File: config.mk
export PLATFORM = sky130hd
export DESIGN_NAME = mips_regfile_sb
export DESIGN_NICKNAME = d
export VERILOG_FILES = /design/src/rtl/mips_regfile_sb.sv
export SDC_FILE = /design/constraint.sdc
export NUM_CORES = 2
export LEC_CHECK = 0
export BUFFER_PORTS_ARGS = -buffer_cell sky130_fd_sc_hd__buf_2
export CAP_MARGIN = 20
export CORE_MARGIN = 2
export CORE_UTILIZATION = 30
export CTS_CLUSTER_DIAMETER = 200
export DETAILED_ROUTE_END_ITERATION = 8
export SLEW_MARGIN = 30
export SYNTH_ARGS = -nofsm -noshare
export SYNTH_HDL_FRONTEND = slang
export SYNTH_SLANG_ARGS = --single-unit
export TNS_END_PERCENT = 100
File: constraint.sdc
create_clock -name clk -period 3.53 [get_ports clk]
set_clock_uncertainty 0.05 [all_clocks]
set_input_delay 0.5295 -clock clk [delete_from_list [all_inputs] [get_ports clk]]
set_output_delay 0.5295 -clock clk [all_outputs]
set_load 0.005 [all_outputs]
File: src/rtl/mips_regfile_sb.sv
// 32x32 MIPS register file with registered reads, write-through bypass and a
// single-bit-per-register busy scoreboard that drives the issue stall.
module mips_regfile_sb #(
  parameter int DATA_W = 32,
  parameter int ADDR_W = 5
) (
  input  logic              clk,
  input  logic              rst_n,
  input  logic [ADDR_W-1:0] rd_addr_a,
  input  logic [ADDR_W-1:0] rd_addr_b,
  output logic [DATA_W-1:0] rd_data_a,
  output logic [DATA_W-1:0] rd_data_b,
  input  logic              wr_en,
  input  logic [ADDR_W-1:0] wr_addr,
  input  logic [DATA_W-1:0] wr_data,
  input  logic              resv_en,
  input  logic [ADDR_W-1:0] resv_addr,
  output logic              busy_a,
  output logic              busy_b,
  output logic              stall
);

  localparam int DEPTH = 2 ** ADDR_W;

  logic [DATA_W-1:0] regs_r [DEPTH];
  logic [DEPTH-1:0]  busy_r;
  logic [DEPTH-1:0]  busy_nxt_s;
  logic [DATA_W-1:0] rd_data_a_r;
  logic [DATA_W-1:0] rd_data_b_r;
  logic              wr_ok_s;
  logic              resv_ok_s;
  logic              busy_a_s;
  logic              busy_b_s;
  logic              stall_s;

  // Next read value: r0 reads zero, a same-cycle write is forwarded.
  function automatic logic [DATA_W-1:0] rd_next(
    input logic [ADDR_W-1:0] addr,
    input logic              wen,
    input logic [ADDR_W-1:0] waddr,
    input logic [DATA_W-1:0] wdata,
    input logic [DATA_W-1:0] stored
  );
    logic [DATA_W-1:0] val;
    if (addr == {ADDR_W{1'b0}}) begin
      val = {DATA_W{1'b0}};
    end else if (wen && (waddr == addr)) begin
      val = wdata;
    end else begin
      val = stored;
    end
    return val;
  endfunction

  // Write qualification, busy lookup with write-back override, issue gating.
  always_comb begin
    wr_ok_s   = wr_en && (wr_addr != {ADDR_W{1'b0}});
    busy_a_s  = (rd_addr_a != {ADDR_W{1'b0}}) && busy_r[rd_addr_a] &&
                !(wr_en && (wr_addr == rd_addr_a));
    busy_b_s  = (rd_addr_b != {ADDR_W{1'b0}}) && busy_r[rd_addr_b] &&
                !(wr_en && (wr_addr == rd_addr_b));
    stall_s   = busy_a_s || busy_b_s;
    resv_ok_s = resv_en && !stall_s && (resv_addr != {ADDR_W{1'b0}});
  end

  // Scoreboard update; a new reservation outranks a retiring write-back.
  always_comb begin
    busy_nxt_s = busy_r;
    for (int i = 1; i < DEPTH; i++) begin
      busy_nxt_s[i] = (resv_ok_s && (resv_addr == ADDR_W'(i))) ? 1'b1 :
                      (wr_ok_s && (wr_addr == ADDR_W'(i)))     ? 1'b0 :
                      busy_r[i];
    end
    busy_nxt_s[0] = 1'b0;
  end

  // Register array storage; r0 is never written and stays zero.
  always_ff @(posedge clk or negedge rst_n) begin
    if (!rst_n) begin
      for (int i = 0; i < DEPTH; i++) begin
        regs_r[i] <= {DATA_W{1'b0}};
      end
    end else if (wr_ok_s) begin
      regs_r[wr_addr] <= wr_data;
    end
  end

  // Registered read ports and busy bits.
  always_ff @(posedge clk or negedge rst_n) begin
    if (!rst_n) begin
      rd_data_a_r <= {DATA_W{1'b0}};
      rd_data_b_r <= {DATA_W{1'b0}};
      busy_r      <= {DEPTH{1'b0}};
    end else begin
      rd_data_a_r <= rd_next(rd_addr_a, wr_en, wr_addr, wr_data, regs_r[rd_addr_a]);
      rd_data_b_r <= rd_next(rd_addr_b, wr_en, wr_addr, wr_data, regs_r[rd_addr_b]);
      busy_r      <= busy_nxt_s;
    end
  end

  assign rd_data_a = rd_data_a_r;
  assign rd_data_b = rd_data_b_r;
  assign busy_a    = busy_a_s;
  assign busy_b    = busy_b_s;
  assign stall     = stall_s;

endmodule
==> results.py <==
metrics = {
    "status": {
        "outcome": "complete, no violations",
    },
    "global_routing": {
        "grt_max_degree": 114,
        "grt_util_all_layers_pct": 18.56,
        "antenna_found_initial": 24,
        "grt_first_pass_wirelength_um": 268700,
        "overflow": 0,
        "grt_pass1_vias": 36562,
    },
    "routing": {
        "routed_wl_um": 184400,
        "vias": 35154,
        "first_iter_violations": 3254,
        "dr.pass1.iters": 5,
        "via_per_inst": 5.639,
        "drc_errors": 0,
        "ant_nets": 0,
        "wl_per_cell_um": 29.58,
    },
    "cts": {
        "clkLatencyLatePin_ns": 0.74,
        "htreeDepth": 3,
        "cts_buffer_depth": 3,
        "cts_tree": "yes",
        "clock-sinks": 1119,
        "clkTransAtPathRegs_ns": 0.06,
        "clockRootBuffer": "clkbuf_16",
        "cts.repair.resized": 0,
        "numCtsBuffers": 120,
    },
    "floorplanning": {
        "rows": 161,
        "core_area_um2": 192800,
        "start_util_pct": 30.21,
        "die_area_um2": 197600,
        "ios": 123,
        "die_y_um": 444.6,
        "chipWidth_um": 444.6,
    },
    "worst_setup_path": {
        "critPathRequiredTime_ns": 2.95,
        "rr_startpoint": "busy_r[27]",
        "r2r-end": "busy_r[31]",
        "rr_worst_depth": 6,
        "crit_start": "busy_r[27]",
        "crit_arrival_ns": 2.75,
        "critPathCaptureType": "primary output",
        "crit_path_end": "stall",
        "setup.worst_path.start_class": "flip-flop",
        "rrSetupSlack_ns": 0.90,
        "worstSetupPathType": "reg2out",
        "path_max_fanout": 3,
    },
    "placed_design": {
        "portBuffers": 122,
        "dp_hpwl_um": 106700,
        "place_inst": 6013,
        "pre_cts_ws_ns": 0.1634,
        "gp_congestion": 0.7881,
    },
    "finish": {
        "fin_util_pct": 34.46,
        "syn_to_final_growth_pct": 14.08,
        "n_fill_cell": 18194,
        "drive_gt1_share_pct": 57.68,
        "instances_no_fill": 6234,
        "final_nets": 3668,
    },
    "sta": {
        "fin_tns_setup_ns": 0,
        "worst_pin_slew_ns": 1.005,
        "fin_crit_sh_pct": 94.28,
        "worst_slack_ns": 0.2021,
        "hold_viol_final": 0,
        "rsz0062_at_grt": "no",
        "period_minus_slack_ns": 3.328,
        "final-setup-viol-count": 0,
        "finalMaxSlewViolations": 0,
        "holdWs_ns": 0.1737,
        "slew_headroom_pct": 32.85,
        "timing.fmax_mhz": 300.5,
    },
    "power_and_ir_drop": {
        "p_per_area_nw_per_um2": 566.6,
        "static-leakage-power_nw": 28.04,
        "ir_drop_mv": 0.3757,
    },
    "synth": {
        "synth_common_cells": "1,119 x dfrtp_1, 1,000 x mux2_2, 627 x mux4_2",
        "netlist_area_um2": 58230,
        "synthTopCellsByArea": "dfrtp_1 48%, mux4_2 24%, mux2_2 19%",
        "synth_top_cell_area_share_pct": 48.09,
        "syn_avg_cell_area_um2": 16.01,
        "syn-num-nets": 3693,
        "synth-edff-count": 0,
        "ys_types": 46,
        "synthArstFlopShare_pct": 100.0,
        "yosysMostFrequentCell": "dfrtp_1",
        "synth-seq-area-share_pct": 48.09,
        "yosysWarnings": 0,
        "postSynthCellCount": 3637,
        "ys.flop_type": "dfrtp_1",
        "yosysTopAreaCell": "dfrtp_1",
        "ys_ff_latch": 1119,
    },
    "flow_run": {
        "cap_violations": 0,
    },
    "min_path": {
        "min_path_type": "in2reg",
    },
}
[metal layers]
| metal | share of wire (%) | vias to the layer above | global-route usage [%] |
|---|---|---|---|
| met3 | 5.7 | 355 | 3.308 |
| met4 | 3.6 | 8 | 6.203 |
| met5 | 0.030 | - | 0 |
| li1 | - | 14082 | - |
| met1 | 42 | 19624 | 25.10 |
| met2 | 48 | 1085 | 30.15 |
[layout by cell type (no fill, tap or decap), types with 29 or more instances in the layout]
cell type     n
dfrtp_1    1119
buf_12       59
mux2i_1      79
clkinv_2     29
o21ai_0      60
nor2b_1      33
buf_2       113
a32o_1       30
mux4_2      627
mux2_2     1000
clkbuf_16   121
buf_4        92
nand2_1      67
a211oi_1     36
[kinds of logic after synthesis]
family,count (synthesis),synth area share (%)
buffers and inverters,443,3.257
multiplexers,1706,44.95
XOR/XNOR,10,0.1504
AO/OA/AOI/OAI,170,2.009
flip-flops,1119,48.09
AND/OR/NAND/NOR,189,1.547
[stage by stage]
step / instance area, µm² / total power, mW
floorplan: 58230 / 22.35
global placement: 62360 / 24.60
detailed placement: 62360 / 24.87
CTS: 66420 / 37.95
global route: 66420 / 39.29
finish: 66430 / 37.64
[power by group]
part           switching (mW)  internal [mW]
Combinational            2.69           4.70
Clock                    5.40           7.63
Sequential               1.89           15.3
Total                    9.99           27.7
[state kept, by name, indices dropped and copies added, names as in the netlist]
name and count:
busy_r 31, rd_data_a 32, rd_data_b 32, regs_r 1024
[worst min path at each step]
stage | from | endpoint | slack [ns] | cells after the start
final | resv_addr[1] | busy_r[12] | 0.17 | 3
after floorplan | rst_n | busy_r[10] | 0.18 | 0
after detailed placement | regs_r[1002] | regs_r[1002] | 0.33 | 0
after global placement | regs_r[1014] | regs_r[1014] | 0.33 | 0
after global routing | resv_addr[0] | busy_r[12] | 0.18 | 3
after CTS | resv_addr[1] | busy_r[12] | 0.13 | 3
[repair_timing]
action | 4_1_cts | 5_1_grt
setup buffers | 1 | 0
hold endpoints to repair | 24 | 0
hold buffers | 1 | 0
endpoints found under the setup margin | 1 | 0
[worst max-delay path, cell delays in order (launching register included)]
cell	delay, ns
dfrtp_1	0.40
mux4_2	0.48
nor2b_1	0.15
a2111oi_2	0.41
a2111oi_2	0.15
nor2b_4	0.24
inv_1	0.06
buf_2	0.12
[layout make-up]
| type | count | area, µm² | area share (%) |
|---|---|---|---|
| flip-flops and latches | 1119 | 28000 | 42.15 |
| clock buffers | 164 | 3430 | 5.163 |
| inverters | 21 | 85.08 | 0.1281 |
| well taps | 2526 | 3161 | 4.758 |
| multi-input cells | 2076 | 28560 | 43.00 |
| diodes | 3 | 7.507 | 0.01130 |
| repair buffers | 274 | 2571 | 3.871 |
| clock inverters | 51 | 605.6 | 0.9117 |
(Power assumes the default switching activity.)
